[src/rtl/id_r_encoder.sv]
// Packs an internal op code and register fields into a MIPS SPECIAL/SPECIAL2 word
// and buffers the result in a small valid/ready FIFO; unencodable ops are dropped and counted.
module id_r_encoder #(
    parameter int DEPTH = 4,
    parameter int CNT_W = 16
) (
    input  logic             clk,
    input  logic             rst_n,
    input  logic             flush,
    input  logic             in_valid,
    output logic             in_ready,
    input  logic [7:0]       op,
    input  logic [4:0]       reg_s,
    input  logic [4:0]       reg_t,
    input  logic [4:0]       reg_d,
    input  logic [4:0]       shift,
    input  logic             flag_unsigned,
    output logic             out_valid,
    input  logic             out_ready,
    output logic [31:0]      inst,
    output logic             err,
    output logic [CNT_W-1:0] enc_count,
    output logic [CNT_W-1:0] err_count
);

    // Internal op codes, mirroring the `OP_* values of defs.v
    localparam logic [7:0] OP_INVAILD = 8'd0;
    localparam logic [7:0] OP_SLL     = 8'd1;
    localparam logic [7:0] OP_SRL     = 8'd2;
    localparam logic [7:0] OP_SRA     = 8'd3;
    localparam logic [7:0] OP_SLLV    = 8'd4;
    localparam logic [7:0] OP_SRLV    = 8'd5;
    localparam logic [7:0] OP_SRAV    = 8'd6;
    localparam logic [7:0] OP_JR      = 8'd7;
    localparam logic [7:0] OP_JALR    = 8'd8;
    localparam logic [7:0] OP_MOVZ    = 8'd9;
    localparam logic [7:0] OP_MOVN    = 8'd10;
    localparam logic [7:0] OP_SYSCALL = 8'd11;
    localparam logic [7:0] OP_BREAK   = 8'd12;
    localparam logic [7:0] OP_SYNC    = 8'd13;
    localparam logic [7:0] OP_MFHI    = 8'd14;
    localparam logic [7:0] OP_MTHI    = 8'd15;
    localparam logic [7:0] OP_MFLO    = 8'd16;
    localparam logic [7:0] OP_MTLO    = 8'd17;
    localparam logic [7:0] OP_MULT    = 8'd18;
    localparam logic [7:0] OP_DIV     = 8'd19;
    localparam logic [7:0] OP_ADD     = 8'd20;
    localparam logic [7:0] OP_SUB     = 8'd21;
    localparam logic [7:0] OP_AND     = 8'd22;
    localparam logic [7:0] OP_OR      = 8'd23;
    localparam logic [7:0] OP_XOR     = 8'd24;
    localparam logic [7:0] OP_NOR     = 8'd25;
    localparam logic [7:0] OP_SLT     = 8'd26;
    localparam logic [7:0] OP_MADD    = 8'd27;
    localparam logic [7:0] OP_MUL     = 8'd28;
    localparam logic [7:0] OP_MSUB    = 8'd29;
    localparam logic [7:0] OP_CLZ     = 8'd30;
    localparam logic [7:0] OP_CLO     = 8'd31;

    localparam logic [5:0] OPC_SPECIAL  = 6'h00;
    localparam logic [5:0] OPC_SPECIAL2 = 6'h1c;

    localparam int PTR_W = (DEPTH > 1) ? $clog2(DEPTH) : 1;
    localparam logic [PTR_W:0]   CNT_FULL = (PTR_W+1)'(DEPTH);
    localparam logic [PTR_W:0]   OCC_ONE  = (PTR_W+1)'(1);
    localparam logic [PTR_W-1:0] PTR_ONE  = PTR_W'(1);
    localparam logic [CNT_W-1:0] CNT_ONE  = CNT_W'(1);

    logic [5:0]       opcode;
    logic [5:0]       funct;
    logic             legal;
    logic [31:0]      word;
    logic [31:0]      mem [DEPTH];
    logic [PTR_W-1:0] wr_ptr;
    logic [PTR_W-1:0] rd_ptr;
    logic [PTR_W:0]   occ;
    logic             accept;
    logic             do_push;
    logic             do_pop;

    // Op to opcode/funct lookup; paired entries pick the unsigned funct on flag_unsigned
    always_comb begin
        opcode = OPC_SPECIAL;
        funct  = 6'h00;
        legal  = 1'b1;
        case (op)
            OP_SLL:     funct = 6'h00;
            OP_SRL:     funct = 6'h02;
            OP_SRA:     funct = 6'h03;
            OP_SLLV:    funct = 6'h04;
            OP_SRLV:    funct = 6'h06;
            OP_SRAV:    funct = 6'h07;
            OP_JR:      funct = 6'h08;
            OP_JALR:    funct = 6'h09;
            OP_MOVZ:    funct = 6'h0a;
            OP_MOVN:    funct = 6'h0b;
            OP_SYSCALL: funct = 6'h0c;
            OP_BREAK:   funct = 6'h0d;
            OP_SYNC:    funct = 6'h0f;
            OP_MFHI:    funct = 6'h10;
            OP_MTHI:    funct = 6'h11;
            OP_MFLO:    funct = 6'h12;
            OP_MTLO:    funct = 6'h13;
            OP_MULT:    funct = flag_unsigned ? 6'h19 : 6'h18;
            OP_DIV:     funct = flag_unsigned ? 6'h1b : 6'h1a;
            OP_ADD:     funct = flag_unsigned ? 6'h21 : 6'h20;
            OP_SUB:     funct = flag_unsigned ? 6'h23 : 6'h22;
            OP_AND:     funct = 6'h24;
            OP_OR:      funct = 6'h25;
            OP_XOR:     funct = 6'h26;
            OP_NOR:     funct = 6'h27;
            OP_SLT:     funct = flag_unsigned ? 6'h2b : 6'h2a;
            OP_MADD: begin
                opcode = OPC_SPECIAL2;
                funct  = flag_unsigned ? 6'h01 : 6'h00;
            end
            OP_MUL: begin
                opcode = OPC_SPECIAL2;
                funct  = 6'h02;
            end
            OP_MSUB: begin
                opcode = OPC_SPECIAL2;
                funct  = flag_unsigned ? 6'h05 : 6'h04;
            end
            OP_CLZ: begin
                opcode = OPC_SPECIAL2;
                funct  = 6'h20;
            end
            OP_CLO: begin
                opcode = OPC_SPECIAL2;
                funct  = 6'h21;
            end
            OP_INVAILD: legal = 1'b0;
            default:    legal = 1'b0;
        endcase
    end

    assign word      = {opcode, reg_s, reg_t, reg_d, shift, funct};
    assign in_ready  = (occ != CNT_FULL);
    assign out_valid = (occ != '0);
    assign inst      = out_valid ? mem[rd_ptr] : 32'h0;
    assign accept    = in_valid && in_ready;
    assign do_push   = accept && legal && !flush;
    assign do_pop    = out_valid && out_ready && !flush;

    always_ff @(posedge clk) begin
        if (do_push) begin
            mem[wr_ptr] <= word;
        end
    end

    // Flush wins over any push or pop in the same cycle
    always_ff @(posedge clk or negedge rst_n) begin
        if (!rst_n) begin
            wr_ptr <= '0;
            rd_ptr <= '0;
            occ    <= '0;
        end else if (flush) begin
            wr_ptr <= '0;
            rd_ptr <= '0;
            occ    <= '0;
        end else begin
            if (do_push) begin
                wr_ptr <= wr_ptr + PTR_ONE;
            end
            if (do_pop) begin
                rd_ptr <= rd_ptr + PTR_ONE;
            end
            case ({do_push, do_pop})
                2'b10:   occ <= occ + OCC_ONE;
                2'b01:   occ <= occ - OCC_ONE;
                default: occ <= occ;
            endcase
        end
    end

    // An illegal op is reported even when it coincides with a flush
    always_ff @(posedge clk or negedge rst_n) begin
        if (!rst_n) begin
            err       <= 1'b0;
            enc_count <= '0;
            err_count <= '0;
        end else begin
            err <= accept && !legal;
            if (do_push) begin
                enc_count <= enc_count + CNT_ONE;
            end
            if (accept && !legal) begin
                err_count <= err_count + CNT_ONE;
            end
        end
    end

endmodule

[config.mk]
export PLATFORM = sky130hd
export DESIGN_NAME = id_r_encoder
export DESIGN_NICKNAME = d
export VERILOG_FILES = /design/src/rtl/id_r_encoder.sv
export SDC_FILE = /design/constraint.sdc
export NUM_CORES = 1
export LEC_CHECK = 0
export CORE_MARGIN = 8
export CORE_UTILIZATION = 33
export CTS_CLUSTER_DIAMETER = 120
export DETAILED_ROUTE_END_ITERATION = 10
export GPL_TIMING_DRIVEN = 1
export PLACE_DENSITY = 0.53
export SETUP_SLACK_MARGIN = 0.15
export SYNTH_ARGS = -nofsm -noshare
export SYNTH_HDL_FRONTEND = slang
export SYNTH_SLANG_ARGS = --single-unit
[constraint.sdc]
create_clock -name clk -period 2.17 [get_ports clk]
set_input_delay 0.217 -clock clk [delete_from_list [all_inputs] [get_ports clk]]
set_output_delay 0.217 -clock clk [all_outputs]
set_load 0.005 [all_outputs]
==> results_dict.tcl, run 1 <==
set metrics [dict create \
    final_cells 864 \
    pin_count 101 \
    wl_met1_mm 6.62 \
    drc 0 \
    vias 4051 \
    required_ps 1950 \
    rr_startpoint "occ[1]" \
    root_buffer "clkbuf_16" \
    slew_headroom 0.659 \
    die_height_um 156 \
    r2r-end "occ[2]" \
    grt_pass1_wl_mm 23.7 \
    status "finished with violations" \
    initial_utilization 0.333 \
    cts.htree.levels 4 \
    syn_to_final_growth_pct 42.9 \
    fin_crit_ps 2210 \
    final_common_cell "edfxtp_1" \
    path_cells "buf_12 > buf_6 > buf_12 > buf_16 > mux4_2 > and2_4 > buf_6" \
    final_util 0.476 \
    die_area_um2 24300 \
    yosysWarningCount 0 \
    io_buffers 97 \
    core_um2 19300 \
    insertion_delay_ps 420 \
    finalSetupViolCount 6 \
    syn_area_per_cell_um2 15.5 \
    crit_path_max_incr_delay_ps 410 \
    layout_setup_ws_ps -38.3 \
    final_cell_mix "edfxtp_1 (108), clkdlybuf4s50_1 (63), buf_4 (42)" \
    drive_above_1_share 0.356 \
    synthFlopType "edfxtp_1" \
    synth-edff-count 108 \
    p_leak_nw 3.41 \
    endpoint_kind "output port" \
    numCtsBuffers 17 \
    drtIter0Drc 150 \
    period_share 1.02 \
    wl_met2_mm 6.88 \
    hold_viol_final 0 \
    routedWlPerCell_um 16.8 \
    clock_sinks 148 \
    grt.overflow.total 0 \
    finalNetCount 627 \
    drt_first_pass_iters 4 \
    met3WireLength_um 963 \
    slowest_stage "dfrtp_2" \
    hpwl_mm 9.50 \
    worst_setup_path_start_kind "flop" \
    r2r_slack_ps -20 \
    routed_via_density 4.69 \
    arrival_ps 1990 \
    ant_nets 0 \
    clock_path_buffers 2 \
    ys_ff_latch 148 \
    grt_max_degree 41 \
    rsz0062_at_grt "yes" \
    hold_path.class "in -> async" \
    finalWirelength_mm 14.5 \
    core.rowCount 51 \
    grtUsageTotal 0.126 \
    finClkSkew_ps 16.8 \
    whs_ps 378 \
    cts_tree "yes" \
    antenna_found_initial 0 \
    slew_violations 0 \
    grt_pass1_vias 4356 \
    num_antenna_cells 0 \
    ir_worst_vdd_mv 0.624 \
    r2r_cells 8 \
    maxCapViolations 0 \
    fp.dieW_um 156 \
    critical_path_class "reg -> out" \
    path_clk_slew_ps 70 \
    place_congestion 0.804 \
    synth-seq-area-share 0.658 \
    dr.max_layer_used "met4" \
    synthArstFlopShare 0.270 \
    post-place-ws_ps -477 \
    numPlacedInstances 804 \
    tightest_slew_ps 512 \
    powerDensity_nw_per_um2 855 \
    path_max_fanout 5 \
    synth_cell_types 48 \
    netlist_instances 416 \
    violations "negative setup slack" \
    syn-cell-area_um2 6450 \
    max_freq_mhz 453 \
]
[critical path, delay by kind of cell, from the launching register on]
kind	cells	cell delay, ps
muxes	1	410
buffers and inverters	5	610
DFF	1	410
and+or+nand+nor	1	150
[repair_timing]
item	in CTS	in global routing
hold buffers	1	0
cloned	3	0
hold endpoints to repair	40	0
setup buffers	20	5
endpoints found under the setup margin	32	45
gates resized for setup	188	13
pin swaps	31	8
[logic make-up (layout without fill, tap and decap cells)]
kind of cell    after synthesis  count (layout)  synth area share
other cells                   1               3          0.000582
mux                          30              30             0.100
buf+inv                      31             212            0.0235
compound gates               38              38            0.0382
fa+ha+maj                     7               7            0.0148
simple gates                127             127             0.118
flops                       148             148             0.658
xor+xnor                     34              34            0.0462
[through the flow]
step / power [mW] / setup TNS [ps] / instance area (um^2)
final: 7.87 / -194 / 9210
after global routing: 8.26 / -669 / 9210
after CTS: 7.96 / -303 / 9140
after detailed placement: 4.69 / -10290 / 8160
after global placement: 4.68 / -11610 / 8160
after floorplan: 3.93 / -118 / 6480
[layout make-up]
| cell class | count | area (um^2) |
|---|---|---|
| Sequential cell | 148 | 4250 |
| Timing Repair Buffer | 175 | 1850 |
| Tap cell | 265 | 332 |
| Clock inverter | 14 | 140 |
| Multi-Input combinational cell | 239 | 2200 |
| Clock buffer | 18 | 429 |
| Fill cell | 1691 | 10100 |
| Inverter | 5 | 18.8 |
[where the power goes]
group | internal (mW) | total [mW] | switching, mW
registers | 3.14 | 3.26 | 0.116
clock network | 1.61 | 2.82 | 1.21
logic | 1.13 | 1.79 | 0.663
total | 5.88 | 7.87 | 1.99
[state kept, by name, indices dropped and copies added (netlist names)]
name and flops:
occ 3, mem 108, enc_count 16, err 1
wr_ptr 2, err_count 16, rd_ptr 2
[how the worst max path moves through the flow]
stage / startpoint / endpoint / slack [ps] / cells past startpoint
after CTS: rd_ptr[0] / inst[20] / -70 / 7
after floorplan: op[5] / occ[2] / -120 / 10
after global routing: rd_ptr[0] / inst[20] / -120 / 7
after detailed placement: op[5] / occ[2] / -480 / 10
after global placement: op[5] / occ[2] / -470 / 10
final: rd_ptr[0] / inst[20] / -40 / 7
[synthesized netlist by cell type, types with 7 or more instances]
cell        n  area [um^2]
edfxtp_1  108         3240
buf_2       7         35.0
mux4_2     27          608
clkbuf_1   11         41.3
xnor2_1    28          245
dfrtp_1    40         1000
nor2_1     17         63.8
a21oi_1    11         55.1
nand2_1    21         78.8
nand3_1    11         55.1
and2_1     36          225
o21ai_0    10         50.1
[layer usage]
metal / GRT usage / up-vias
li1: - / 1900
met1: 0.162 / 2040
met2: 0.197 / 104
met3: 0.0485 / 7
met4: 0.0305 / 0
met5: 0 / -
Note: power is estimated with default switching activity, not from simulation.
==> run 2, diff against run 1 <==
--- a/config.mk
+++ b/config.mk
@@ -5,6 +5,7 @@
 export SDC_FILE = /design/constraint.sdc
 export NUM_CORES = 1
 export LEC_CHECK = 0
+export CORE_ASPECT_RATIO = 0.5
 export CORE_MARGIN = 8
 export CORE_UTILIZATION = 33
 export CTS_CLUSTER_DIAMETER = 120
==> run 2 against run 1 <==
Effect of this change:
- maximum frequency fell by 3.4%
- hold slack got worse by 53 ps
- highest routed layer unchanged
- clock power rose by 7.4%
- final cell count fell by 0.46%
- wire length rose by 6.4%
- the flow still finishes with violations (negative setup slack)
==> results_dict.tcl, run 2 (synthesis results as in run 1) <==
set metrics [dict create \
    largest_register_ff_count 108 \
    drc 0 \
    drtIter0Drc 161 \
    powerDensity_nw_per_um2 880 \
    syn_to_final_growth_pct 42.4 \
    num_antenna_cells 0 \
    finClkSkew_ps 10.0 \
    maxCapViolations 0 \
    status "finished with violations" \
    placed_area_um2 8150 \
    stdcell_area_um2 9180 \
    antenna_found_initial 0 \
    numCtsBuffers 17 \
    routed_via_density 4.70 \
    critical_path_class "in -> reg" \
    io_buffers 97 \
    drive_above_1_share 0.348 \
    clock_path_buffers 2 \
    drt_first_pass_iters 4 \
    vias 4041 \
    reg_top3 "mem x108, enc_count x16, err_count x16" \
    ir_worst_vdd_mv 0.536 \
    finalWirelength_mm 15.5 \
    final_cell_mix "edfxtp_1 (108), clkdlybuf4s50_1 (65), buf_4 (50)" \
    hold_viol_final 0 \
    fp.dieW_um 214 \
    regMostFlops "mem" \
    period_share 1.05 \
    worst_setup_path_start_kind "input port" \
    core_um2 19300 \
    p_leak_nw 3.39 \
    grt_pass1_vias 4259 \
    place_congestion 0.777 \
    die_area_um2 24500 \
    final_common_cell "edfxtp_1" \
    root_buffer "clkbuf_16" \
    grtUsageTotal 0.131 \
    path_max_fanout 3 \
    finalSetupViolCount 13 \
    die_height_um 115 \
    finalNetCount 622 \
    cts_tree "yes" \
    cts.htree.levels 4 \
    initial_utilization 0.334 \
    endpoint_kind "flop" \
    ant_nets 0 \
    max_freq_mhz 437 \
    pin_count 101 \
    path_clk_slew_ps 60 \
    tightest_slew_ps 536 \
    slew_headroom 0.641 \
    grt_max_degree 22 \
    fin_crit_ps 2290 \
    routedWlPerCell_um 18.0 \
    violations "negative setup slack" \
    power_mw 8.08 \
    slew_violations 0 \
    clock_sinks 148 \
    rsz0062_at_grt "yes" \
    core.rowCount 36 \
    layout_setup_ws_ps -116 \
    required_ps 2470 \
    hpwl_mm 10.1 \
    hold_path.class "in -> async" \
    grt.overflow.total 0 \
    grt_pass1_wl_mm 24.4 \
    arrival_ps 2580 \
    insertion_delay_ps 420 \
]
## run 2: changes by cell type in the layout (fill, tap and decap cells not counted), moves of 2 or more
cell | before | now
buf_6 | 38 | 26
buf_4 | 42 | 50
and2_1 | 12 | 10
and2_4 | 24 | 26
buf_2 | 8 | 6
clkdlybuf4s50_1 | 63 | 65
dlygate4sd2_1 | 4 | 2
inv_6 | 5 | 3
inv_8 | 2 | 4
## run 2: path summary, 6_finish.rpt
kind / startpoint / end / slack, ps / depth (start not counted)
hold reg to reg: enc_count[15] / enc_count[15] / 480 / 1
hold / removal: rst_n / err_count[0] / 330 / 2
max in group asynchronous: rst_n / err_count[15] / 1250 / 3
setup reg to reg: occ[2] / occ[2] / -100 / 8
min in group clk: reg_t[1] / mem[1][17] / 430 / 1
setup / recovery: op[5] / occ[2] / -120 / 10
## run 2: power breakdown
| group | internal, mW | switching (mW) | leakage (nW) | total [mW] |
|---|---|---|---|---|
| Sequential | 3.14 | 0.128 | 1.52 | 3.27 |
| Clock | 1.75 | 1.28 | 0.295 | 3.03 |
| Combinational | 1.11 | 0.670 | 1.58 | 1.78 |
## run 2: critical path, stage by stage
cell             delay (ps)
clkdlybuf4s50_1         430
or3_4                   410
a21o_1                  190
nor2_2                  130
nor3_2                   60
fa_2                    380
nand3_1                 120
nor4_2                   50
a211oi_2                270
mux2_4                  330
## run 2: timing repair
| item | 4_1_cts | 5_1_grt |
|---|---|---|
| cloned | 4 | 0 |
| setup endpoints to repair | 33 | 35 |
| pin swaps | 31 | 7 |
| setup buffers | 11 | 4 |
| hold buffers | 1 | 0 |
| hold endpoints to repair | 19 | 0 |
| gates resized for setup | 161 | 20 |
## run 2: final cells by class
class	instances	area, um^2
Fill cell	1682	10100
Sequential cell	148	4250
Multi-Input combinational cell	239	2170
Timing Repair Buffer	170	1800
Clock buffer	17	425
Tap cell	266	333
Clock inverter	15	189
Inverter	5	18.8
## run 2: routing by layer
layer  vias up  global-route usage  part of all wire  routed length, um
li1       1889                   -                 -                  -
met1      2070               0.172              0.46               7150
met2        73               0.208              0.48               7420
met3         9              0.0411             0.050                781
met4         0              0.0332            0.0076                118
met5         -                   0                 0                  0
## run 2: per-stage QoR
step                setup slack, ps  setup TNS [ps]   util  hold WS (ps)  std cells
floorplan                      -118            -118      -         -78.6        418
global placement               -482           -1000  0.422           238        808
detailed placement             -534           -1530  0.422           231        808
CTS                           -67.8            -498  0.468           339        856
global route                   -166           -1570  0.475           383        860
finish                         -116            -259  0.475           325        860
